$ cat config.mk
export PLATFORM = sky130hd
export DESIGN_NAME = debounce_bank
export DESIGN_NICKNAME = d
export VERILOG_FILES = /design/src/rtl/debounce_pkg.sv /design/src/rtl/debounce_chan.sv /design/src/rtl/debounce_bank.sv
export SDC_FILE = /design/constraint.sdc
export NUM_CORES = 1
export LEC_CHECK = 0
export CAP_MARGIN = 20
export CELL_PAD_IN_SITES_DETAIL_PLACEMENT = 1
export CELL_PAD_IN_SITES_GLOBAL_PLACEMENT = 1
export CORE_MARGIN = 5
export CORE_UTILIZATION = 44
export CTS_CLUSTER_DIAMETER = 150
export CTS_CLUSTER_SIZE = 20
export DETAILED_ROUTE_END_ITERATION = 16
export HOLD_SLACK_MARGIN = 0.1
export PLACE_DENSITY = 0.74
export SYNTH_ARGS = -nofsm -noshare
export SYNTH_HDL_FRONTEND = slang
export SYNTH_SLANG_ARGS = --single-unit
$ cat constraint.sdc
create_clock -name clk -period 2.3 [get_ports clk]
set_input_delay 0.345 -clock clk [delete_from_list [all_inputs] [get_ports clk]]
set_output_delay 0.345 -clock clk [all_outputs]
set_load 0.03 [all_outputs]
$ cat src/rtl/debounce_pkg.sv
// Shared defaults and channel FSM encoding for the debounce bank.
package debounce_pkg;

  localparam int DEF_STABLE_CYCLES = 20000;
  localparam int DEF_HOLD_CYCLES   = 50_000_000;
  localparam int DEF_SYNC_STAGES   = 2;

  typedef enum logic {
    ST_STABLE = 1'b0,
    ST_CHECK  = 1'b1
  } chan_state_t;

endpackage

$ cat src/rtl/debounce_chan.sv
// One debounced channel: synchroniser, stability-check FSM, long-press counter
// and registered edge/hold pulses.
module debounce_chan
  import debounce_pkg::*;
#(
  parameter int STABLE_CYCLES = DEF_STABLE_CYCLES,
  parameter int HOLD_CYCLES   = DEF_HOLD_CYCLES,
  parameter int SYNC_STAGES   = DEF_SYNC_STAGES
) (
  input  logic clk,
  input  logic rstn,
  input  logic en,
  input  logic x,
  output logic y,
  output logic rise,
  output logic fall,
  output logic hold
);

  localparam int SCW = $clog2(STABLE_CYCLES + 1);
  localparam int HCW = $clog2(HOLD_CYCLES + 1);

  logic [SYNC_STAGES-1:0] sync;
  logic                   s;
  chan_state_t            state;
  logic [SCW-1:0]         stable_cnt;
  logic [HCW-1:0]         hold_cnt;

  assign s = sync[SYNC_STAGES-1];

  always_ff @(posedge clk or negedge rstn) begin
    if (!rstn) begin
      sync       <= '0;
      state      <= ST_STABLE;
      stable_cnt <= '0;
      hold_cnt   <= '0;
      y          <= 1'b0;
      rise       <= 1'b0;
      fall       <= 1'b0;
      hold       <= 1'b0;
    end else begin
      // The synchroniser samples even while disabled so no stale level is
      // presented when counting resumes.
      sync <= {sync[SYNC_STAGES-2:0], x};

      if (!en) begin
        rise <= 1'b0;
        fall <= 1'b0;
        hold <= 1'b0;
      end else begin
        rise <= 1'b0;
        fall <= 1'b0;

        case (state)
          ST_STABLE: begin
            if (s != y) begin
              state      <= ST_CHECK;
              stable_cnt <= SCW'(1);
            end
          end
          ST_CHECK: begin
            if (s == y) begin
              state      <= ST_STABLE;
              stable_cnt <= '0;
            end else if (stable_cnt == SCW'(STABLE_CYCLES)) begin
              y          <= ~y;
              rise       <= ~y;
              fall       <= y;
              state      <= ST_STABLE;
              stable_cnt <= '0;
            end else begin
              stable_cnt <= stable_cnt + SCW'(1);
            end
          end
          default: begin
            state      <= ST_STABLE;
            stable_cnt <= '0;
          end
        endcase

        // Saturating at HOLD_CYCLES keeps the long-press pulse single-shot.
        if (y) begin
          if (hold_cnt < HCW'(HOLD_CYCLES)) begin
            hold_cnt <= hold_cnt + HCW'(1);
            hold     <= (hold_cnt == HCW'(HOLD_CYCLES - 1));
          end else begin
            hold <= 1'b0;
          end
        end else begin
          hold_cnt <= '0;
          hold     <= 1'b0;
        end
      end
    end
  end

endmodule

$ cat src/rtl/debounce_bank.sv
// Bank of N independent debounced input channels sharing clock, reset and enable.
module debounce_bank
  import debounce_pkg::*;
#(
  parameter int N             = 8,
  parameter int STABLE_CYCLES = DEF_STABLE_CYCLES,
  parameter int HOLD_CYCLES   = DEF_HOLD_CYCLES,
  parameter int SYNC_STAGES   = DEF_SYNC_STAGES
) (
  input  logic         clk,
  input  logic         rstn,
  input  logic         en,
  input  logic [N-1:0] x,
  output logic [N-1:0] y,
  output logic [N-1:0] rise,
  output logic [N-1:0] fall,
  output logic [N-1:0] hold
);

  for (genvar gi = 0; gi < N; gi++) begin : g_chan
    debounce_chan #(
      .STABLE_CYCLES (STABLE_CYCLES),
      .HOLD_CYCLES   (HOLD_CYCLES),
      .SYNC_STAGES   (SYNC_STAGES)
    ) u_chan (
      .clk  (clk),
      .rstn (rstn),
      .en   (en),
      .x    (x[gi]),
      .y    (y[gi]),
      .rise (rise[gi]),
      .fall (fall[gi]),
      .hold (hold[gi])
    );
  end

endmodule

== After elaboration in Yosys (flattened, before gate mapping) ==
Index checks and enable logic that the tools add are counted.
W data, S select, Z words.
Word-level totals
  register bits after elaboration: 384
  bits of input ports: 11
  output and inout port bits: 32
  word-level logic and storage cells: 352
Cells by class
  add/sub/neg operators: 16
  order comparisons: 8
  equality and inequality tests: 48
  mux-type cells: 168
  bitwise operators: 24
  reductions and logical operators: 24
Operator list (number)
  $mux W26: 16
  $mux W15: 24
  $pmux W15 S2: 8
  $add A26 B1 Y26 const B: 8
  $eq A26 B26 Y1 const B: 8
  $lt A26 B26 Y1 const B: 8
  $add A15 B1 Y15 const B: 8
  $eq A15 B15 Y1 const B: 8
  $mux W1: 112
  $reduce_and A2 Y1: 16
  $reduce_and A4 Y1: 8
  $not A1 Y1: 24
  $ne A2 B1 Y1 const B: 8
  $ne A2 B2 Y1 const B: 8
  $pmux W1 S2: 8
  $eq A1 B1 Y1: 8
  $ne A1 B1 Y1: 8

== Depth between registers and ports, before layout ==
Gate-level depths: netlist (run 1).
  depth after elaboration: 5
  mapped depth: 9
  depth with buffers taken out: 8

== By module ==
From an unflattened synthesis (run 1), not the netlist that was laid out.
Unflattened totals
  cells, all modules: 2488
  area, all modules: 22432.8 sq um
Modules (own cells, without submodules)
  debounce_chan (g_chan[0].u_chan ...): instances 7, cells each 310, area each 2795.2 sq um, seq. area each 1201.2 sq um
  debounce_chan (g_chan[7].u_chan): instances 1, cells each 318, area each 2866.5 sq um, seq. area each 1201.2 sq um

== Least setup slack after synthesis (run 1) ==
No wires, ideal clock.
  kind: reg2reg
  start point: register g_chan[3].u_chan.stable_cnt[0]
  end point: register g_chan[3].u_chan.stable_cnt[11]
  library setup time: 0.128 ns
  arrival time: 2.098 ns
  data required time: 2.172 ns
  setup slack: 0.074 ns
  cell stages (with the launch flop): 10
  path buffers: 1
  clock period less this slack: 2.226 ns
  path through: dfrtp_1 > inv_1 > ha_1 > or4bb_1 > or4_4 > nand3_1 > buf_4 > a21oi_1 > o21ai_0 > o31ai_1
On the way
  cells in the longest elaborated chain, start to end: 4
  elaborated cells between the ends (all ways): 5
  classes of those cells: 1 x add/sub; 1 x eq/ne; 3 x mux
Ends and longest elaborated chain
  from (decl): line debounce_chan.sv:26  | logic [SCW-1:0] stable_cnt;
  from (signal assigned): line debounce_chan.sv:72  | stable_cnt <= stable_cnt + SCW'(1);
  $add A15 B1 Y15 or $eq A15 B15 Y1 (tied branches): line debounce_chan.sv:72, debounce_chan.sv:65
  $mux W15 *: line debounce_chan.sv:65  | end else if (stable_cnt == SCW'(STABLE_CYCLES)) begin
  $mux W15 *: line debounce_chan.sv:62  | if (s == y) begin
  $pmux W15 S2 *: line debounce_chan.sv:54  | case (state)
Mark *: on every way between the ends. The rest lies on a longest branch, timed or not.
A chain may end at the register's enable or synchronous reset.

== Final worst setup path (run 1) ==
  start point: register g_chan[5].u_chan.hold_cnt[9]
  end point: register g_chan[5].u_chan.hold_cnt[14]
On the way
  cells in the longest elaborated chain, start to end: 3
  elaborated cells between the ends (all ways): 6
  classes of those cells: 1 x add/sub; 1 x order compare; 1 x eq/ne; 2 x mux; 1 x reduce/logical
Ends and longest elaborated chain
  from (decl): line debounce_chan.sv:27  | logic [HCW-1:0] hold_cnt;
  from (signal assigned): line debounce_chan.sv:84  | hold_cnt <= hold_cnt + HCW'(1);
  $add A26 B1 Y26 or $lt A26 B26 Y1 (tied branches): line debounce_chan.sv:84, debounce_chan.sv:83
  $mux W26 or $ne A2 B2 Y1 (tied branches)
  $mux W26 or $reduce_and A2 Y1 (tied branches)
Parallel ways exist; a longest one is shown, timed or not. The select of a mux whose other input is x is not followed.

==> results of run 1 <==
Yosys cell counts, types with 22 or more instances:
| library cell | n | area, um^2 |
|---|---|---|
| nor2_1 | 188 | 705.7 |
| nand3_1 | 184 | 920.9 |
| xor2_1 | 53 | 464.2 |
| nor4_1 | 40 | 250.2 |
| o311ai_0 | 28 | 245.2 |
| o31ai_1 | 53 | 397.9 |
| or3_1 | 43 | 269.0 |
| o21ai_0 | 179 | 895.9 |
| or4_1 | 22 | 165.2 |
| clkbuf_1 | 79 | 296.5 |
| buf_4 | 33 | 247.7 |
| inv_1 | 70 | 262.8 |
| nor3_1 | 62 | 310.3 |
| nand4_1 | 102 | 638.1 |
| ha_1 | 24 | 300.3 |
| nand2_1 | 265 | 994.7 |
| a31oi_1 | 33 | 206.5 |
| and3_1 | 58 | 362.9 |
| xnor2_1 | 23 | 201.4 |
| dfrtp_1 | 384 | 9609 |
| and4_1 | 22 | 192.7 |
| o211ai_1 | 32 | 240.2 |
| a21oi_1 | 74 | 370.4 |
sequential cells by signal, summed over array words and instances (netlist names):
name / flops
g_chan.u_chan.sync: 16
g_chan.u_chan.fall: 8
g_chan.u_chan.hold: 8
g_chan.u_chan.rise: 8
g_chan.u_chan.stable_cnt: 120
g_chan.u_chan.hold_cnt: 208
g_chan.u_chan.state: 8
g_chan.u_chan.y: 8
path summary, 6_finish.rpt:
kind                                                  end  slack (ns)  depth (start not counted)
max                         g_chan[5].u_chan.hold_cnt[14]      0.0001                          8
max in group asynchronous    g_chan[5].u_chan.hold_cnt[5]        1.28                          3
min                              g_chan[5].u_chan.sync[0]        0.21                          1
max reg2reg                 g_chan[5].u_chan.hold_cnt[14]      0.0001                          8
min reg2reg                      g_chan[5].u_chan.sync[1]        0.35                          0
min in group asynchronous  g_chan[3].u_chan.stable_cnt[8]        0.28                          2
cells by family (layout without fill, tap and decap cells):
kind of cell,after synthesis,in the layout,synth area share [%]
AND/OR/NAND/NOR,1077,1079,26.27
AO/OA/AOI/OAI,580,580,18.30
flip-flops,384,384,45.62
buffers and inverters,209,344,4.616
XOR/XNOR,77,77,3.238
adder cells (fa/ha/maj),24,24,1.426
multiplexers,11,11,0.5287
metal layers:
metal	routed length, um	GRT usage [%]	vias to the layer above
met5	0	0	-
met4	999	4.661	0
met3	1131	2.037	67
met2	29420	38.79	199
met1	27010	29.12	9765
li1	-	-	9040
layout by cell type (no fill, tap or decap), drive strengths merged, types with 18 or more instances in the layout:
cell type / Yosys / routed
inv: 70 / 71
nor4: 41 / 41
a31oi: 33 / 33
o31ai: 53 / 53
nor3: 64 / 64
a21o: 18 / 18
xor2: 54 / 54
o211ai: 32 / 32
clkbuf: 85 / 23
xnor2: 23 / 23
nand4: 102 / 102
o21ai: 196 / 196
nand3: 186 / 188
nor2: 188 / 188
ha: 24 / 24
or4: 26 / 26
or3: 43 / 43
a21oi: 75 / 75
o311ai: 28 / 28
nand2: 265 / 265
and4: 23 / 23
dfrtp: 384 / 384
buf: 50 / 206
and3: 59 / 59
clkdlybuf4s50: 0 / 34
per-stage QoR:
| stage | setup TNS (ns) | cell area (um^2) | hold slack, ns |
|---|---|---|---|
| after floorplan | 0 | 21060 | 0.04941 |
| after global placement | 0 | 23130 | 0.2932 |
| after detailed placement | -0.3050 | 23130 | 0.2868 |
| after CTS | 0 | 23750 | 0.1850 |
| after global routing | -0.2963 | 23990 | 0.1963 |
| final | 0 | 23990 | 0.2128 |
layout make-up:
cell class | count | area (um^2)
well taps | 615 | 769.5
clock buffers | 23 | 575.6
clock inverters | 1 | 16.27
multi-input cells | 1771 | 10610
repair buffers | 247 | 2130
inverters | 73 | 276.5
flip-flops and latches | 384 | 9609
fillers | 5487 | 23560
power groups by stage:
| stage | Clock [W] | Combinational [W] | Sequential (W) |
|---|---|---|---|
| floorplan | 0 | 0.000751 | 0.00735 |
| global route | 0.00457 | 0.00151 | 0.00736 |
| detailed placement | 0 | 0.00132 | 0.00743 |
| CTS | 0.00432 | 0.00133 | 0.00730 |
| finish | 0.00415 | 0.00133 | 0.00731 |
| global placement | 0 | 0.00125 | 0.00741 |
critical path: cells and delay by family (launching register included):
kind,cells,cell delay (ns)
and+or+nand+nor,4,1.27
DFF,1,0.41
buffers and inverters,2,0.33
AOI/OAI and AO/OA,2,0.23
what timing repair did:
action	4_1_cts	5_1_grt
pin swaps	1	17
resized for setup	7	42
hold endpoints to repair	95	0
setup endpoints to repair	12	61
hold buffers	1	0
cloned	0	2
buffers inserted	0	16
==> metrics, run 1 <==
status finished clean; Critical Path AT 2.80 ns; slowest cell on the critical path or4_4; Fmax 0.4348 GHz; Worst R2R Start g_chan[5].u_chan.hold_cnt[9]; final critical-path required period 2.300 ns; # setup viols final 0; fin crit share 99.99%; worst slew pin tran between 0.6 and 0.7 ns; CP Capture Type flop; Post-Syn Area 21060 um^2; Layout Cells excl Fill between 3000 and 4000; PwrDens 533.0 nW/um^2; Hold Crit Class in -> reg; first-pass GRT wire length 99910 um; I/O pins 43; pre-CTS setup slack -0.05897 ns; Critical Path RT 2.80 ns; layout cell share with drive strength beyond 1 11.56%; Final Hold Fails 0; peak supply drop 491.3 uV; Yosys Warn Count 0; synthesized flop and latch total 384; fin worst setup slack 0.0001428 ns; clk slew on worst S/H paths 0.10 ns; Placed Cells 3072; Die ar. about 52000 um^2; clk_lat worst skew 0.55 ns; DRT antenna net count 0; Avg WL per Cell 18.81 um; Crit path largest cell delay roughly 0.48 ns; drt first pass iters 7; Total GRT Usage 21.79%; Final Net Count ~2500; switching pwr 0.003478 W; H-tree depth 1; Final Skew 0.02414 ns; Clock Sinks 384; drt drc 0; share of power burned in combinational logic 10.4%; Total Wirelength 58560 um; Net Sw Frac approximately 27%; count of cell types in the netlist 90; Via density 6.124; gr ovfl total 0; Int Pwr 0.009307 W; Leak 10.11 nW; vias in the first global route 20019; number of buffers created by CTS 23; RSZ-0062 raised after global routing true; Critical Path Fanout Max 18; dpl hpwl 40760 um; syn_area_per_cell 8.917 um^2; port buffer count 42; Max Cap Violations 0; gpl congestion 0.8550; initial antenna violation count 0; Cell Rows 80; root buffer cell clkbuf_16; Worst Min Path Start x[5]; Synth Instances 2362; Clock Path Buffers 3; Diodes inserted 0; Synth-to-Final Area Change 13.88%; Sequential Power Share 57.1%; Vias around 19000; Post-synth EDFFs 0; starting density of the core 44.30%; syn_nets approximately 2400; fin. max-slew vios 0; worst setup path start g_chan[5].u_chan.hold_cnt[9]; clock power share 32.4%; Most used DFF post-synth dfrtp_1; register area share after synthesis 45.62%; Core ar. 47550 um^2; die extent in y 228.8 um; DR iter-0 viols just over 1000; CP Cell Sequence nor4_2 > buf_4 > a211o_1 > o21ai_2 > or3_4 > buf_12 > or4_4 > nand3_2; Max-Slew Margin vs Limit 57.44%; Tot Pwr 0.01278 W; critical path class reg -> reg; Critical Path Source Type flop; async set-reset flop share out of synthesis 100.0%; Final Util about half; CTS tree built; Die X 228.8 um; largest net degree at the start of global routing 68
Power figures use the tool's default switching activity.
==> inputs of run 2 (changes only) <==
- CORE_MARGIN: 5 -> 1.5
- TNS_END_PERCENT: unset -> 20
==> run 2 against run 1 <==
Clock power barely moved; routed wire length fell by 1.4%; count of clock-buffer cells in the layout did not move; die area fell by 6.0%; critical path depth rose by 1; sequential share of layout area rose by 0.21 points; sequential power barely moved; hold slack got worse by 0.0050 ns; flip-flop and latch count did not move; core utilization rose by 0.48 points; register-to-register slack improved by 0.04 ns; highest routed layer unchanged.
==> metrics, run 2 (same netlist as run 1, synthesis figures left out) <==
status finished clean (unchanged); peak supply drop 580.3 uV (was 491.3 uV); Critical Path AT 2.71 ns (was 2.80 ns); Diodes inserted 0 (unchanged); layout cell share with drive strength beyond 1 10.89% (was 11.56%); most frequent cells in the layout dfrtp_1 (384), nand2_1 (264), nor2_1 (184), nand3_1 (183), buf_4 (171) (was dfrtp_1 (384), nand2_1 (263), buf_4 (191), nor2_1 (187), nand3_1 (179)); Max Cap Violations 0 (unchanged); setup_tns 0 ns (unchanged); fin. max-slew vios 0 (unchanged); Avg WL per Cell 18.70 um (was 18.81 um); grt met2 use 41.37% (was 38.79%); largest net degree at the start of global routing 67 (was 68); port buffer count 42 (unchanged); die extent in y 221.8 um (was 228.8 um); final critical-path required period 2.264 ns (was 2.300 ns); worst slew pin tran 0.7046 ns (was 0.6317 ns); drt first pass iters 5 (was 7); Layout Cells excl Fill 3086 (was 3114); Worst Min Path Start x[2] (was x[5]); I/O pins 43 (unchanged); DRT antenna net count 0 (unchanged); Die X 221.8 um (was 228.8 um); max reg flops 208 (unchanged); GRT Max-Usage Layer met2 (unchanged); Final Hold Fails 0 (unchanged); Total GRT Usage 23.44% (was 21.79%); Critical Path Source Type flop (unchanged); met3 Usage GRT 1.935% (was 2.037%); reg2reg path depth 9 (was 8); met1 Use GR 31.21% (was 29.12%); Critical Path Fanout Max 5 (was 18); H-tree depth 1 (unchanged); hold path cells 1 (unchanged); CTS tree built (unchanged); clk_lat worst skew 0.56 ns (was 0.55 ns); Clock Sinks 384 (unchanged); pre-CTS setup slack -0.09397 ns (was -0.05897 ns); most common cell after layout, fill and taps aside dfrtp_1 (unchanged); Leak 9.958 nW (was 10.11 nW); drt drc 0 (unchanged); Vias 18822 (was 19071); Critical Path RT 2.74 ns (was 2.80 ns); fin crit share 98.45% (was 99.99%); Core ar. 46850 um^2 (was 47550 um^2); Cell Rows 79 (was 80); dpl hpwl 39940 um (was 40760 um); CP Capture Type flop (unchanged); first-pass GRT wire length 98970 um (was 99910 um); gr ovfl total 0 (unchanged); Worst R2R Start g_chan[3].u_chan.stable_cnt[0] (was g_chan[5].u_chan.hold_cnt[9]); Via density 6.099 (was 6.124); top flop regs g_chan.u_chan.hold_cnt x208, g_chan.u_chan.stable_cnt x120, g_chan.u_chan.sync x16 (unchanged); Die ar. 49190 um^2 (was 52340 um^2); worst setup path start g_chan[3].u_chan.stable_cnt[0] (was g_chan[5].u_chan.hold_cnt[9]); Fmax 0.4416 GHz (was 0.4348 GHz); register name with the most flops g_chan.u_chan.hold_cnt (unchanged); root buffer cell clkbuf_16 (unchanged); Clock Path Buffers 3 (unchanged); clk slew on worst S/H paths 0.09 ns (was 0.10 ns); initial antenna violation count 0 (unchanged); vias in the first global route 19964 (was 20019); number of buffers created by CTS 23 (unchanged); Final Net Count 2515 (was 2535); Max-Slew Margin vs Limit 52.87% (was 57.44%); Hold Crit Class in -> reg (unchanged); RSZ-0062 raised after global routing true (unchanged); # setup viols final 0 (unchanged); Final Util 50.92% (was 50.45%); Total Wirelength 57720 um (was 58560 um); Placed Cells 3055 (was 3072); gpl congestion 0.8334 (was 0.8550); starting density of the core 44.96% (was 44.30%); DR iter-0 viols 1203 (was 1030); fin worst setup slack 0.03565 ns (was 0.0001428 ns); Final Skew 0.02013 ns (was 0.02414 ns); Synth-to-Final Area Change 13.28% (was 13.88%); critical path class reg -> reg (unchanged); PwrDens 535.8 nW/um^2 (was 533.0 nW/um^2)
## run 2: critical path, cell delays in order (launching register included)
cell,delay (ns)
dfrtp_1,0.40
inv_2,0.06
ha_2,0.15
or4bb_1,0.39
or4_4,0.57
nand3_4,0.14
clkbuf_16,0.16
nor2b_1,0.05
o21ai_0,0.15
o31ai_1,0.09
## run 2: per-stage QoR
stage          hold WS (ns)  instance area, um^2  power (W)
2_1_floorplan       0.04941                21060   0.008105
3_3_place_gp         0.3340                23050   0.008661
3_5_place_dp         0.3364                23050   0.008752
4_1_cts              0.1773                23670    0.01295
5_1_grt              0.1960                23860    0.01337
6_report             0.2078                23860    0.01278
## run 2: layout make-up
| type | instances | area, um^2 |
|---|---|---|
| Fill cell | 5428 | 22990 |
| Clock buffer | 23 | 575.6 |
| Multi-Input combinational cell | 1770 | 10630 |
| Sequential cell | 384 | 9609 |
| Timing Repair Buffer | 228 | 1994 |
| Tap cell | 607 | 759.5 |
| Clock inverter | 1 | 16.27 |
| Inverter | 73 | 276.5 |
## run 2: worst paths after layout
| check | end | slack (ns) |
|---|---|---|
| max in group asynchronous | g_chan[6].u_chan.stable_cnt[10] | 1.21 |
| hold / removal | g_chan[2].u_chan.sync[0] | 0.21 |
| min in group asynchronous | g_chan[3].u_chan.hold_cnt[12] | 0.33 |
| hold reg to reg | g_chan[4].u_chan.sync[1] | 0.35 |
| setup reg to reg | g_chan[3].u_chan.stable_cnt[9] | 0.04 |
| setup / recovery | g_chan[3].u_chan.stable_cnt[9] | 0.04 |
## run 2: power breakdown
part / switching [W] / internal [W]
combinational: 0.000821 / 0.000521
sequential: 0.000321 / 0.00699
clock: 0.00233 / 0.00180
## run 2: what timing repair did
item                                   CTS  global route
endpoints found under the hold margin   47             0
buffers inserted                         0             4
hold buffers                             1             0
gates cloned                             0             2
pin swaps                                1            12
gates resized for setup                  7            47
setup endpoints to repair               20            80
## run 2: layer usage
layer  part of all wire [%]  vias to the layer above  wire [um]
met4                    1.7                        0        974
met3                    2.1                       64       1184
met5                      0                        -          0
met2                     49                      212      28420
met1                     47                     9573      27140
li1                       -                     8973          -
